<file path="src/rtl/seq_11010_tx_if.sv">
// -----------------------------------------------------------------------------
// seq_11010_tx_if
// Handshake and serial-data bundle for the 11010 pattern transmitter.
//
// Signals:
//   start   - burst request from the controller
//   reps    - number of 11010 frames in the burst (REP_W bits)
//   abort   - synchronous cancel of a running burst
//   d_out   - serial data bit toward the detector
//   d_valid - d_out carries a pattern bit this cycle
//   busy    - transmitter is not idle
//   done    - one-cycle pulse on normal burst completion
//
// Modports:
//   master - controller / testbench side (drives start, reps, abort)
//   slave  - transmitter side (drives d_out, d_valid, busy, done)
// -----------------------------------------------------------------------------
interface seq_11010_tx_if #(
    parameter int REP_W = 4
);
    logic             start;
    logic [REP_W-1:0] reps;
    logic             abort;
    logic             d_out;
    logic             d_valid;
    logic             busy;
    logic             done;

    modport master (
        output start, reps, abort,
        input  d_out, d_valid, busy, done
    );

    modport slave (
        input  start, reps, abort,
        output d_out, d_valid, busy, done
    );
endinterface

</file>
<file path="src/rtl/seq_11010_tx.sv">
// -----------------------------------------------------------------------------
// seq_11010_tx
// Serial pattern transmitter: sends the frame 1-1-0-1-0 on a one-bit line, one
// bit per clock, repeated `reps` times per burst. Source end of the 11010
// serial link; d_out feeds the 11010 Mealy detector.
//
// Ports:
//   clk      - single clock, rising edge
//   reset_n  - asynchronous active-low reset
//   bus      - seq_11010_tx_if.slave (start, reps, abort in;
//              d_out, d_valid, busy, done out)
//
// Parameters:
//   REP_W    - width of the repetition count
//   GAP_LEN  - idle zero bits between frames (1..15), used with SEQ_TX_GAP_EN
//
// Build option:
//   SEQ_TX_GAP_EN - when defined, frames are separated by GAP_LEN idle cycles
//                   (d_valid=0). When undefined, frames go back-to-back so the
//                   detector sees overlapping patterns.
//
// The state register is Gray-coded to match the detector side. All outputs
// are Moore, decoded from the state register only, so an asynchronous reset
// clears them immediately.
// -----------------------------------------------------------------------------
module seq_11010_tx #(
    parameter int REP_W   = 4,
    parameter int GAP_LEN = 2
) (
    input  logic           clk,
    input  logic           reset_n,
    seq_11010_tx_if.slave  bus
);

    typedef enum logic [2:0] {
        IDLE = 3'b000,
        B1   = 3'b001,
        B2   = 3'b011,
        B3   = 3'b010,
        B4   = 3'b110,
        B5   = 3'b111,
        GAP  = 3'b101,
        DONE = 3'b100
    } state_t;

    localparam logic [REP_W-1:0] REP_ONE  = {{(REP_W-1){1'b0}}, 1'b1};
    localparam logic [REP_W-1:0] REP_ZERO = '0;

    // Elaboration-time guard on the gap length range.
    if (GAP_LEN < 1 || GAP_LEN > 15) begin : g_gap_len_check
        $error("seq_11010_tx: GAP_LEN must be in 1..15");
    end

    state_t           state_q, state_d;
    logic [REP_W-1:0] rem_cnt_q, rem_cnt_d;

`ifdef SEQ_TX_GAP_EN
    localparam logic [3:0] GAP_LOAD = 4'(GAP_LEN - 1);

    logic [3:0] gap_cnt_q, gap_cnt_d;

    always_ff @(posedge clk or negedge reset_n) begin
        if (!reset_n) begin
            gap_cnt_q <= 4'd0;
        end else begin
            gap_cnt_q <= gap_cnt_d;
        end
    end
`endif

    always_ff @(posedge clk or negedge reset_n) begin
        if (!reset_n) begin
            state_q   <= IDLE;
            rem_cnt_q <= REP_ZERO;
        end else begin
            state_q   <= state_d;
            rem_cnt_q <= rem_cnt_d;
        end
    end

    // Next-state and counter logic.
    always_comb begin
        state_d   = state_q;
        rem_cnt_d = rem_cnt_q;
`ifdef SEQ_TX_GAP_EN
        gap_cnt_d = gap_cnt_q;
`endif

        case (state_q)
            IDLE: begin
                if (bus.start) begin
                    if (bus.reps != REP_ZERO) begin
                        rem_cnt_d = bus.reps;
                        state_d   = B1;
                    end else begin
                        // Zero-length burst still reports completion.
                        state_d = DONE;
                    end
                end
            end
            B1: state_d = B2;
            B2: state_d = B3;
            B3: state_d = B4;
            B4: state_d = B5;
            B5: begin
                // rem_cnt is at least 1 here; guard keeps it from wrapping.
                if (rem_cnt_q != REP_ZERO) begin
                    rem_cnt_d = rem_cnt_q - REP_ONE;
                end
                if (rem_cnt_q <= REP_ONE) begin
                    state_d = DONE;
                end else begin
`ifdef SEQ_TX_GAP_EN
                    gap_cnt_d = GAP_LOAD;
                    state_d   = GAP;
`else
                    state_d   = B1;
`endif
                end
            end
`ifdef SEQ_TX_GAP_EN
            GAP: begin
                // Counter runs GAP_LEN-1 down to 0, giving GAP_LEN idle cycles.
                if (gap_cnt_q == 4'd0) begin
                    state_d = B1;
                end else begin
                    gap_cnt_d = gap_cnt_q - 4'd1;
                end
            end
`endif
            DONE:    state_d = IDLE;
            default: state_d = IDLE;
        endcase

        // Abort overrides every other transition once a burst is underway.
        if (bus.abort && (state_q != IDLE)) begin
            state_d = IDLE;
        end
    end

    // Moore output decode.
    always_comb begin
        bus.d_out   = 1'b0;
        bus.d_valid = 1'b0;
        bus.busy    = (state_q != IDLE);
        bus.done    = 1'b0;
        case (state_q)
            B1: begin
                bus.d_out   = 1'b1;
                bus.d_valid = 1'b1;
            end
            B2: begin
                bus.d_out   = 1'b1;
                bus.d_valid = 1'b1;
            end
            B3: begin
                bus.d_valid = 1'b1;
            end
            B4: begin
                bus.d_out   = 1'b1;
                bus.d_valid = 1'b1;
            end
            B5: begin
                bus.d_valid = 1'b1;
            end
            DONE: begin
                bus.done = 1'b1;
            end
            default: begin
                bus.d_out   = 1'b0;
                bus.d_valid = 1'b0;
            end
        endcase
    end

endmodule
</file>
<file path="src/flat_wrapper.sv">
// flat-port wrapper written by rule: the top's interface ports become plain ports
module seq_11010_tx_flat 
#(
    parameter int REP_W   = 4,
    parameter int GAP_LEN = 2
)
  (clk, reset_n, bus_start, bus_reps, bus_abort, bus_d_out, bus_d_valid, bus_busy, bus_done);
  seq_11010_tx_if #(.REP_W(REP_W)) bus_i ();
  input  logic clk;
  input  logic reset_n;
  input wire logic [$bits(bus_i.start)-1:0] bus_start;
  input wire logic [$bits(bus_i.reps)-1:0] bus_reps;
  input wire logic [$bits(bus_i.abort)-1:0] bus_abort;
  output wire logic [$bits(bus_i.d_out)-1:0] bus_d_out;
  output wire logic [$bits(bus_i.d_valid)-1:0] bus_d_valid;
  output wire logic [$bits(bus_i.busy)-1:0] bus_busy;
  output wire logic [$bits(bus_i.done)-1:0] bus_done;
  assign bus_i.start = bus_start;
  assign bus_i.reps = bus_reps;
  assign bus_i.abort = bus_abort;
  assign bus_d_out = bus_i.d_out;
  assign bus_d_valid = bus_i.d_valid;
  assign bus_busy = bus_i.busy;
  assign bus_done = bus_i.done;
  seq_11010_tx #(.REP_W(REP_W), .GAP_LEN(GAP_LEN)) u_core (.clk(clk), .reset_n(reset_n), .bus(bus_i));
endmodule
</file>
<file path="config.mk">
export PLATFORM = sky130hd
export DESIGN_NAME = seq_11010_tx_flat
export DESIGN_NICKNAME = d
export VERILOG_FILES = /design/src/rtl/seq_11010_tx_if.sv /design/src/rtl/seq_11010_tx.sv /design/src/flat_wrapper.sv
export SDC_FILE = /design/constraint.sdc
export NUM_CORES = 1
export LEC_CHECK = 0
export CAP_MARGIN = 20
export CORE_UTILIZATION = 35
export DETAILED_ROUTE_END_ITERATION = 16
export PLACE_DENSITY = 0.56
export SLEW_MARGIN = 0
export SYNTH_ARGS = -nofsm -noshare
export SYNTH_HDL_FRONTEND = slang
export SYNTH_SLANG_ARGS = --single-unit
</file>
<file path="constraint.sdc">
create_clock -name clk -period 3.35 [get_ports clk]
set_clock_uncertainty 0.05 [all_clocks]
set_input_delay 0.8375 -clock clk [delete_from_list [all_inputs] [get_ports clk]]
set_output_delay 0.8375 -clock clk [all_outputs]
set_load 0.03 [all_outputs]
</file>
# Word-level counts from Yosys, hierarchy flattened
# Index checks and enable logic that the tools add are counted.
# totals
latch_bits,0
rom_bits,0
regBits,7
inputBits,8
mem_count,0
ram_bits,0
# op_classes
n_shift,0
order_cmp,1
div,0
muxes,12
bitwise,0
eq_ne,10
n_addsub,1
reduce_logical,9
mul,0
# op_table
op,n
one-hot mux 3 bit (6 select lines),1
two-way mux 3 bit,4
two-way mux 4 bit,3
== test 3 bit (second input constant),3
one-hot mux 4 bit (2 select lines),1
nonzero test 4 bit,2
== test 3 x 2 -> 1 bit (second input constant),2
OR reduction 5 bit,1
less-or-equal comparator 4 x 1 -> 1 bit (second input constant),1
!= test 2 x 1 -> 1 bit (second input constant),2
AND reduction 4 bit,1
subtractor 4 x 1 -> 4 bit (second input constant),1
== test 3 x 1 -> 1 bit (second input constant),1
zero test 3 bit,1
two-way mux 1 bit,3
!= test 3 x 2 -> 1 bit (second input constant),1
nonzero test 3 bit,1
OR reduction 3 bit,1
!= test 2 bit (second input constant),1
nonzero test 2 bit,1
logical AND 1 bit,1

# Longest topological paths before layout
# Gate-level depths: netlist of the first run.
# logic_depth
word_depth,5
mapped_depth,6
depth_no_buf,6

# Worst setup path after synthesis of the first run
# Ideal clock, no wire load.
# synth_path
path_type,flip-flop to output port
from,register u_core.state_q[1]
to,output bus_d_out
stages_incl_launch_ff,4
path_buffers,1
setup_slack_ns,1.041
arrival_ns,1.421
path_cell_list,dfrtp_1 clkbuf_1 nand2_1 o21ai_0
# synth_via
elab_chain_len,3
word_cells_on_any_way,5
cone_classes,eq/ne: 3; mux: 1; reduce/logical: 1
# synth_rtl
element,line_no,rtl
start: declaration,seq_11010_tx.sv:54,"state_t state_q, state_d;"
start signal: assignment,seq_11010_tx.sv:76,state_q <= state_d;
"== test 3 x 1 -> 1 bit, or another cell as far along",seq_11010_tx.sv:147,case (state_q)
OR reduction 3 bit (no line) (*),-,
two-way mux 1 bit (*),seq_11010_tx.sv:147,
end: declaration,flat_wrapper.sv:14,output wire logic [$bits(bus_i.d_out)-1:0] bus_d_out;
# Mark *: on every way between the ends. The rest lies on a longest branch, timed or not.

# Final worst setup path of the first run
# layout_path
from,register u_core.state_q[0]
to,output bus_d_out
# The elaborated chain is that of the path after synthesis.

==> results.txt, run 1 <==
top post-synthesis cells by area = sky130_fd_sc_hd__dfrtp_1 34%, sky130_fd_sc_hd__a21oi_1 4.9%, sky130_fd_sc_hd__ha_1 4.9%
root buffer selected by CTS = sky130_fd_sc_hd__clkbuf_4
leakage power = 0.0002671 uW
Clk Latency, worst-skew pair = 250 ps
share of the cycle needed by the critical path after routing = 0.7980
WP buf/inv = 1
Vert. Die Dim = 40.33 um
max incr delay on CP = 690 ps
antenna violations before repair = 0
count of distinct cell types in the synthesized netlist = 27
headroom to the max-slew limit = 0.7069
critical path data required time = 2460 ps
hold crit path type = flop to flop
number of detailed-routing iterations run before antenna repair = 4
vias = 472
total count of hold-check failures in the final report = 0
number of violations reported at the end of detailed-routing iteration 0 = 8
Synth Area per Inst = 8.716 um^2
share of Yosys cell area claimed by the top area cell type = 0.3406
category of cells accounting for the largest share of critical-path delay = buffers and inverters
critical path data arrival time = 1790 ps
cells after synthesis = 59
Resized cells post-CTS = 0
Initial Util = 0.3856
number of inserted diodes = 0
number of global-route vias before repair = 431
count of fill cells added during filler insertion = 129
leftover overflow at the end of global routing = 0
Yosys Warn Count = 0
instance area at placement = 628.1 um^2
transition time at the pin with the least slew margin = 438.7 ps
first-pass GRT wire length = 2.014 mm
slowest stage cell, crit path = sky130_fd_sc_hd__clkdlybuf4s50_1
Pwr Density = 866.9 nW/um^2
share of cells above drive strength 1 = 0.1000
flip-flop and latch count after synthesis = 7
wire per inst = 14.80 um
number of synthesized flops with an enable pin = 0
FFs w/ async S/R, synth = 1.000
Syn Nets = 69
hold-fix buffers at CTS = 0
placer congestion estimate = 0.7704
Core ar. = 1334 um^2
drt drc = 0
cell type with the largest total area after synthesis = sky130_fd_sc_hd__dfrtp_1
I/O pin total = 12
maximum count of clock buffers along a single path = 2
TritonCTS Buffers = 3
maximum ir drop on the vdd rail = 0.0002891 V
net count reported at finish = 81
setup repair after global routing missed its margin = false
most frequently used cell type in the post-synthesis netlist = sky130_fd_sc_hd__dfrtp_1
Final Setup Violations = 0
number of setup buffers added after CTS = 0
most instantiated cells after synthesis = 7 x sky130_fd_sc_hd__dfrtp_1, 5 x sky130_fd_sc_hd__a21oi_1, 4 x sky130_fd_sc_hd__clkbuf_1, 4 x sky130_fd_sc_hd__nand2_1, 4 x sky130_fd_sc_hd__nor2_1
number of H-tree levels = 1
area enclosed by the die boundary = 1627 um^2
achievable clock frequency = 0.3741 GHz
buffers added on ports = 11
startpoint class of the critical path = flop
clock-pin slew reported for the worst setup and hold paths after clock tree synthesis = 50 ps
wire length reported by the detailed router = 1.258 mm
maximum capacitance violations = 0
number of clock sinks = 7
Setup crit end kind = output port
Die X = 40.33 um
standard-cell row count = 13
run status = finished clean
Pins Over Slew Limit = 0
Fin Setup TNS = 0 ps
Primary FF master, synth = sky130_fd_sc_hd__dfrtp_1
fraction of the yosys area taken by sequential cells = 0.3406
start-to-end type of the worst setup path = flop to output port
final non-filler cell area = 654.4 um^2
final critical delay including setup and external delays = 2673 ps
critical-path maximum fanout = 13
largest net degree at the start of global routing = 14
netlist area before placement = 514.2 um^2
Antenna Nets Post-Route = 0
crit path cell chain = nand2b_1 > o21ai_0 > clkdlybuf4s50_1
TritonCTS clock tree = done
global router's overall resource usage = 0.1876
area growth from synthesis to final layout = 27.25%
Detail Placement HPWL = 916.6 um
post-detailed-route via-to-cell ratio = 5.553
==> worst paths after layout <==
kind / from / endpoint / slack, ps / cells after the start
max: u_core.state_q[0]$_DFFE_PN0P_ / bus_d_out / 680 / 3
min reg2reg: u_core.rem_cnt_q[3]$_DFFE_PN0P_ / u_core.rem_cnt_q[3]$_DFFE_PN0P_ / 570 / 1
min in group asynchronous: reset_n / u_core.rem_cnt_q[2]$_DFFE_PN0P_ / 800 / 1
max reg2reg: u_core.rem_cnt_q[0]$_DFFE_PN0P_ / u_core.rem_cnt_q[1]$_DFFE_PN0P_ / 1580 / 5
max in group asynchronous: reset_n / u_core.rem_cnt_q[1]$_DFFE_PN0P_ / 2190 / 1
min: u_core.rem_cnt_q[3]$_DFFE_PN0P_ / u_core.rem_cnt_q[3]$_DFFE_PN0P_ / 570 / 1
==> logic make-up (layout without fill, tap and decap cells) <==
kind of cell	count (synthesis)	count (layout)	share of synthesized area
buf+inv	7	18	0.05108
flops	7	7	0.3406
simple gates	25	25	0.3139
xor+xnor	1	1	0.01703
compound gates	17	17	0.2287
fa+ha+maj	2	2	0.04865
==> per-stage QoR <==
| step | instances | hold slack [ps] | utilization | total power [uW] | worst slack, ps |
|---|---|---|---|---|---|
| 3_5_place_dp | 81 | 541.9 | 0.4709 | 487.9 | 802.4 |
| 4_1_cts | 85 | 550.5 | 0.4906 | 567.5 | 679.3 |
| 2_1_floorplan | 59 | 483.3 | - | 389.6 | 1041 |
| 6_report | 85 | 570.6 | 0.4906 | 567.3 | 676.6 |
| 5_1_grt | 85 | 584.6 | 0.4906 | 615.5 | 543.7 |
| 3_3_place_gp | 81 | 533.0 | 0.4709 | 489.6 | 878.1 |
==> cell usage in the layout (no fill, tap or decap) <==
cell and instances:
sky130_fd_sc_hd__nand2_1 4, sky130_fd_sc_hd__nand3_1 3, sky130_fd_sc_hd__clkdlybuf4s50_1 11, sky130_fd_sc_hd__a221oi_1 1
sky130_fd_sc_hd__nor2_1 4, sky130_fd_sc_hd__o2111ai_1 1, sky130_fd_sc_hd__xnor2_1 1, sky130_fd_sc_hd__clkbuf_1 1
sky130_fd_sc_hd__nand2b_1 3, sky130_fd_sc_hd__a21oi_2 1, sky130_fd_sc_hd__nor4_1 1, sky130_fd_sc_hd__a21o_1 1
sky130_fd_sc_hd__ha_1 2, sky130_fd_sc_hd__or3_1 3, sky130_fd_sc_hd__a221o_1 1, sky130_fd_sc_hd__nor4b_4 1
sky130_fd_sc_hd__nand4b_1 1, sky130_fd_sc_hd__o21ai_0 3, sky130_fd_sc_hd__inv_1 3, sky130_fd_sc_hd__and3_1 1
sky130_fd_sc_hd__nor3b_1 3, sky130_fd_sc_hd__or4_4 1, sky130_fd_sc_hd__a21oi_1 5, sky130_fd_sc_hd__a31oi_1 1
sky130_fd_sc_hd__a2bb2oi_1 1, sky130_fd_sc_hd__o221a_2 1, sky130_fd_sc_hd__dfrtp_1 7, sky130_fd_sc_hd__o211ai_1 1
sky130_fd_sc_hd__clkbuf_4 3
==> layer usage <==
metal / routed length (um) / global-route usage
met5: 0 / 0
met4: 0 / 0
met3: 50 / 0.06667
met2: 592 / 0.2857
met1: 614 / 0.2696
==> registers in the layout (all words and copies together), names as in the netlist <==
name / cells
u_core.rem_cnt_q: 4
u_core.state_q: 3
==> final cells by class <==
class / instances / area, um^2 / area share
Inverter: 3 / 11.26 / 0.01721
Sequential cell: 7 / 175.2 / 0.2677
Multi-Input combinational cell: 45 / 312.8 / 0.4780
Clock buffer: 4 / 26.28 / 0.04015
Timing Repair Buffer: 11 / 110.1 / 0.1683
Tap cell: 15 / 18.77 / 0.02868
==> power breakdown <==
part | leakage, uW | switching, uW | internal [uW]
combinational | 0.000165 | 152 | 141
sequential | 0.0000872 | 75.3 | 121
clock | 0.0000150 | 32.8 | 45.6
No activity file was read; power rests on OpenSTA's default activity.
==> run 2: changes to the inputs <==
==> constraint.sdc (replaced) <==
create_clock -name clk -period 2.75 [get_ports clk]
set_clock_uncertainty 0.05 [all_clocks]
set_input_delay 0.6875 -clock clk [delete_from_list [all_inputs] [get_ports clk]]
set_output_delay 0.6875 -clock clk [all_outputs]
set_load 0.03 [all_outputs]
==> results.txt, run 2 (same netlist as run 1, synthesis figures left out) <==
count of fill cells added during filler insertion = 130 (+0.78%)
Pins Over Slew Limit = 0 (unchanged)
final critical delay including setup and external delays = 2501 ps
share of the cycle needed by the critical path after routing = 0.9096
Detail Placement HPWL = 894.8 um (-2.4%)
maximum count of clock buffers along a single path = 2 (unchanged)
area enclosed by the die boundary = 1627 um^2 (unchanged)
global router's overall resource usage = 0.1671 (-0.02052)
number of inserted diodes = 0 (unchanged)
Fin Setup TNS = 0 ps (unchanged)
TritonCTS Buffers = 3 (unchanged)
largest net degree at the start of global routing = 14 (unchanged)
tightest hold margin = 547.5 ps (-23.19 ps)
buffers added on ports = 11 (unchanged)
Clk Latency, worst-skew pair = 240 ps (about the same)
WP buf/inv = 1 (unchanged)
achievable clock frequency = 0.3998 GHz
first-pass GRT wire length = 1.766 mm (-12%)
critical path data arrival time = 1760 ps (-30 ps)
Pwr Density = 1040 nW/um^2 (+20%)
slowest stage cell, crit path = sky130_fd_sc_hd__clkdlybuf4s50_1
run status = finished clean
area growth from synthesis to final layout = 27.25% (unchanged)
setup repair after global routing missed its margin = false
register bank with the most flops = u_core.rem_cnt_q
number of violations reported at the end of detailed-routing iteration 0 = 6 (-2)
Resized cells post-CTS = 0 (unchanged)
antenna violations before repair = 0 (unchanged)
TritonCTS clock tree = done
leakage power = 0.0002671 uW (unchanged)
number of global-route vias before repair = 404 (-6.3%)
number of H-tree levels = 1 (unchanged)
number of detailed-routing iterations run before antenna repair = 2 (-2)
maximum ir drop on the vdd rail = 0.0003832 V (+33%)
commonest non-fill, non-tap cell in the layout = sky130_fd_sc_hd__clkdlybuf4s50_1
root buffer selected by CTS = sky130_fd_sc_hd__clkbuf_4
I/O pin total = 12 (unchanged)
registers with the most flip-flops = u_core.rem_cnt_q x4, u_core.state_q x3
commonest cells after routing, fill and taps aside = 11 x sky130_fd_sc_hd__clkdlybuf4s50_1, 7 x sky130_fd_sc_hd__dfrtp_1, 5 x sky130_fd_sc_hd__a21oi_1
standard-cell row count = 13 (unchanged)
Initial Util = 0.3856 (unchanged)
headroom to the max-slew limit = 0.7082 (+0.001283)
clock-pin slew reported for the worst setup and hold paths after clock tree synthesis = 50 ps (about the same)
placer congestion estimate = 0.7697 (about the same)
Core ar. = 1334 um^2 (unchanged)
transition time at the pin with the least slew margin = 436.8 ps (-1.920 ps)
Antenna Nets Post-Route = 0 (unchanged)
share of cells above drive strength 1 = 0.1000 (unchanged)
category of cells accounting for the largest share of critical-path delay = buffers and inverters
post-detailed-route via-to-cell ratio = 5.459 (-1.7%)
total count of hold-check failures in the final report = 0 (unchanged)
net count reported at finish = 81 (unchanged)
max incr delay on CP = 690 ps (about the same)
drt drc = 0 (unchanged)
Final Setup Violations = 0 (unchanged)
wire per inst = 13.29 um (-10%)
critical path data required time = 2010 ps (-450 ps)
Die X = 40.33 um (unchanged)
maximum capacitance violations = 0 (unchanged)
number of clock sinks = 7 (unchanged)
startpoint class of the critical path = flop
wire length reported by the detailed router = 1.130 mm (-10%)
critical-path maximum fanout = 12 (-1)
leftover overflow at the end of global routing = 0 (unchanged)
hold crit path type = flop to flop
max FFs per register = 4 (unchanged)
Setup crit end kind = output port
crit path cell chain = nand2b_1 > o21ai_0 > clkdlybuf4s50_1
hold-fix buffers at CTS = 0 (unchanged)
Vert. Die Dim = 40.33 um (unchanged)
number of setup buffers added after CTS = 0 (unchanged)
vias = 464 (-1.7%)
start-to-end type of the worst setup path = flop to output port
run 2: cell counts in the layout (fill, tap and decap cells not counted):
No cell type changed its count.
run 2: layout make-up:
class                   instances  area [um^2]  area share
well taps                      15        18.77     0.02868
repair buffers                 11        110.1      0.1683
flip-flops and latches          7        175.2      0.2677
clock buffers                   4        26.28     0.04015
inverters                       3        11.26     0.01721
multi-input cells              45        312.8      0.4780
run 2: worst min-delay path: stages (launching register included):
cell,delay (ps)
sky130_fd_sc_hd__dfrtp_1,390
sky130_fd_sc_hd__o21ai_0,100
sky130_fd_sc_hd__nand3_1,70
run 2: worst paths after layout:
check                                                 from                         endpoint  slack (ps)  cells after the start
max reg2reg                u_core.rem_cnt_q[0]$_DFFE_PN0P_  u_core.rem_cnt_q[1]$_DFFE_PN0P_         980                      5
max                          u_core.state_q[2]$_DFFE_PN0P_                        bus_d_out         250                      3
max in group asynchronous                          reset_n    u_core.state_q[0]$_DFFE_PN0P_        1740                      1
min reg2reg                u_core.rem_cnt_q[2]$_DFFE_PN0P_  u_core.rem_cnt_q[2]$_DFFE_PN0P_         550                      2
min                        u_core.rem_cnt_q[2]$_DFFE_PN0P_  u_core.rem_cnt_q[2]$_DFFE_PN0P_         550                      2
min in group asynchronous                          reset_n  u_core.rem_cnt_q[3]$_DFFE_PN0P_         660                      1
run 2: power breakdown:
| part | leakage, uW | internal (uW) | switching, uW |
|---|---|---|---|
| Clock | 0.0000150 | 55.2 | 35.1 |
| Sequential | 0.0000872 | 147 | 88.1 |
| Combinational | 0.000165 | 171 | 184 |
run 2: metal layers:
| layer | vias up | GRT usage | routed length, um |
|---|---|---|---|
| met5 | - | 0 | 0 |
| met4 | 0 | 0 | 0 |
| met3 | 0 | 0.05000 | 28 |
| met2 | 5 | 0.2738 | 536 |
| met1 | 217 | 0.2295 | 565 |
| li1 | 242 | - | - |
run 2: metrics by stage:
stage	utilization	power (uW)	worst slack (ps)	cell area [um^2]	instances
after detailed placement	0.4709	593.4	356.2	628.1	81
after CTS	0.4906	687.2	234.1	654.4	85
after global routing	0.4906	740.3	95.33	654.4	85
after global placement	0.4709	596.4	427.1	628.1	81
final	0.4906	680.3	248.7	654.4	85
after floorplan	-	474.6	591.4	514.2	59
==> run 3: changes to the inputs <==
--- a/config.mk
+++ b/config.mk
@@ -7,6 +7,7 @@
 export LEC_CHECK = 0
 export CAP_MARGIN = 20
 export CORE_UTILIZATION = 35
+export CTS_BUF_LIST = sky130_fd_sc_hd__clkbuf_16
 export DETAILED_ROUTE_END_ITERATION = 16
 export PLACE_DENSITY = 0.56
 export SLEW_MARGIN = 0
==> constraint.sdc (replaced) <==
create_clock -name clk -period 2.8 [get_ports clk]
set_clock_uncertainty 0.05 [all_clocks]
set_input_delay 0.7 -clock clk [delete_from_list [all_inputs] [get_ports clk]]
set_output_delay 0.7 -clock clk [all_outputs]
set_load 0.03 [all_outputs]
==> results.txt, run 3 (same netlist as run 1, synthesis figures left out) <==
run status = finished clean
global router's overall resource usage = 0.1889 (+0.02189)
number of clock sinks = 7 (unchanged)
hold crit path type = flop to flop
leakage power = 0.0002944 uW (+10%)
Final Core Density = 0.5300 (+0.03940)
startpoint class of the critical path = flop
largest net degree at the start of global routing = 14 (unchanged)
TritonCTS Buffers = 3 (unchanged)
maximum ir drop on the vdd rail = 0.0005250 V (+37%)
transition time at the pin with the least slew margin = 430.7 ps (-6.150 ps)
Pins Over Slew Limit = 0 (unchanged)
Fin Setup TNS = 0 ps (unchanged)
final critical delay including setup and external delays = 2495 ps
maximum capacitance violations = 0 (unchanged)
achievable clock frequency = 0.4009 GHz
vias = 466 (+0.43%)
maximum count of clock buffers along a single path = 2 (unchanged)
number of inserted diodes = 0 (unchanged)
area enclosed by the die boundary = 1627 um^2 (unchanged)
buffers added on ports = 11 (unchanged)
clock-pin slew reported for the worst setup and hold paths after clock tree synthesis = 40 ps (about the same)
area growth from synthesis to final layout = 37.47%
Detail Placement HPWL = 894.8 um (unchanged)
Final Setup Violations = 0 (unchanged)
post-route total power = 815.1 uW (+20%)
start-to-end type of the worst setup path = flop to output port
net count reported at finish = 81 (unchanged)
number of global-route vias before repair = 428 (+5.9%)
number of setup buffers added after CTS = 0 (unchanged)
setup repair after global routing missed its margin = false
standard-cell row count = 13 (unchanged)
share of the cycle needed by the critical path after routing = 0.8910
Die X = 40.33 um (unchanged)
R2R depth = 5 (unchanged)
commonest cells after routing, fill and taps aside = 11 x sky130_fd_sc_hd__clkdlybuf4s50_1, 7 x sky130_fd_sc_hd__dfrtp_1, 5 x sky130_fd_sc_hd__a21oi_1
Vert. Die Dim = 40.33 um (unchanged)
Hold Startpoint = u_core.rem_cnt_q[3]$_DFFE_PN0P_
hold-fix buffers at CTS = 0 (unchanged)
antenna violations before repair = 0 (unchanged)
Resized cells post-CTS = 0 (unchanged)
placer congestion estimate = 0.7697 (unchanged)
I/O pin total = 12 (unchanged)
Clk Latency, worst-skew pair = 230 ps (about the same)
commonest non-fill, non-tap cell in the layout = sky130_fd_sc_hd__clkdlybuf4s50_1
worst setup path start = u_core.state_q[2]$_DFFE_PN0P_
TritonCTS clock tree = done
count of fill cells added during filler insertion = 124 (-4.6%)
root buffer selected by CTS = sky130_fd_sc_hd__clkbuf_16
Pwr Density = 1153 nW/um^2 (+11%)
max FFs per register = 4 (unchanged)
Core ar. = 1334 um^2 (unchanged)
leftover overflow at the end of global routing = 0 (unchanged)
wire length reported by the detailed router = 1.170 mm (+3.5%)
number of detailed-routing iterations run before antenna repair = 4 (+2)
launch instance of the worst register-to-register path = u_core.rem_cnt_q[0]$_DFFE_PN0P_
number of H-tree levels = 1 (unchanged)
Initial Util = 0.3856 (unchanged)
Setup crit end kind = output port
wire per inst = 13.76 um (+3.5%)
critical path data arrival time = 1740 ps (-20 ps)
first-pass GRT wire length = 1.883 mm (+6.6%)
critical path data required time = 2050 ps (+40 ps)
register bank with the most flops = u_core.rem_cnt_q
number of violations reported at the end of detailed-routing iteration 0 = 4 (-2)
worst hold path cell count = 1 (-1)
post-detailed-route via-to-cell ratio = 5.482 (+0.43%)
drt drc = 0 (unchanged)
final non-filler cell area = 706.9 um^2 (+8.0%)
Antenna Nets Post-Route = 0 (unchanged)
instance area at placement = 628.1 um^2 (unchanged)
share of cells above drive strength 1 = 0.1000 (unchanged)
headroom to the max-slew limit = 0.7123 (+0.004109)
registers with the most flip-flops = u_core.rem_cnt_q x4, u_core.state_q x3
critical-path maximum fanout = 12 (unchanged)
tightest hold margin = 553.4 ps (+5.936 ps)
total count of hold-check failures in the final report = 0 (unchanged)
[run 3: changes by cell type in the layout (fill, tap and decap cells not counted), sizes merged]
cell,delta
inv,+1
clkbuf,-1
[run 3: area by class of cell]
class                      instances  area, um^2  area share
multi-input combinational         45       312.8      0.4425
sequential                         7       175.2      0.2478
timing repair buffer              11       110.1      0.1558
clock buffer                       3       75.07      0.1062
tap                               15       18.77     0.02655
inverter                           3       11.26     0.01593
clock inverter                     1       3.754    0.005310
[run 3: worst max-delay path, stage by stage (launching register included)]
cell                              delay (ps)
sky130_fd_sc_hd__dfrtp_1                 500
sky130_fd_sc_hd__nand2b_1                230
sky130_fd_sc_hd__o21ai_0                 100
sky130_fd_sc_hd__clkdlybuf4s50_1         690
[run 3: path summary, 6_finish.rpt]
kind / endpoint / slack (ps)
max: bus_d_out / 310
min: u_core.rem_cnt_q[3]$_DFFE_PN0P_ / 550
max reg2reg: u_core.rem_cnt_q[1]$_DFFE_PN0P_ / 1040
min reg2reg: u_core.rem_cnt_q[3]$_DFFE_PN0P_ / 550
max in group asynchronous: u_core.state_q[0]$_DFFE_PN0P_ / 1760
min in group asynchronous: u_core.rem_cnt_q[2]$_DFFE_PN0P_ / 690
[run 3: report_power, final]
group	internal, uW	switching, uW
sequential	145	86.0
clock	185	49.6
combinational	168	181
[run 3: through the flow]
stage	worst slack (ps)	std cells
3_3_place_gp	464.6	81
2_1_floorplan	628.9	59
4_1_cts	296.6	85
6_report	305.3	85
3_5_place_dp	393.7	81
5_1_grt	162.6	85
[run 3: layer usage]
layer	vias up	part of all wire	global-route usage
li1	244	-	-
met1	212	0.48	0.2329
met2	8	0.48	0.2976
met3	2	0.030	0.05000
met4	0	0.011	0.1000
met5	-	0	0
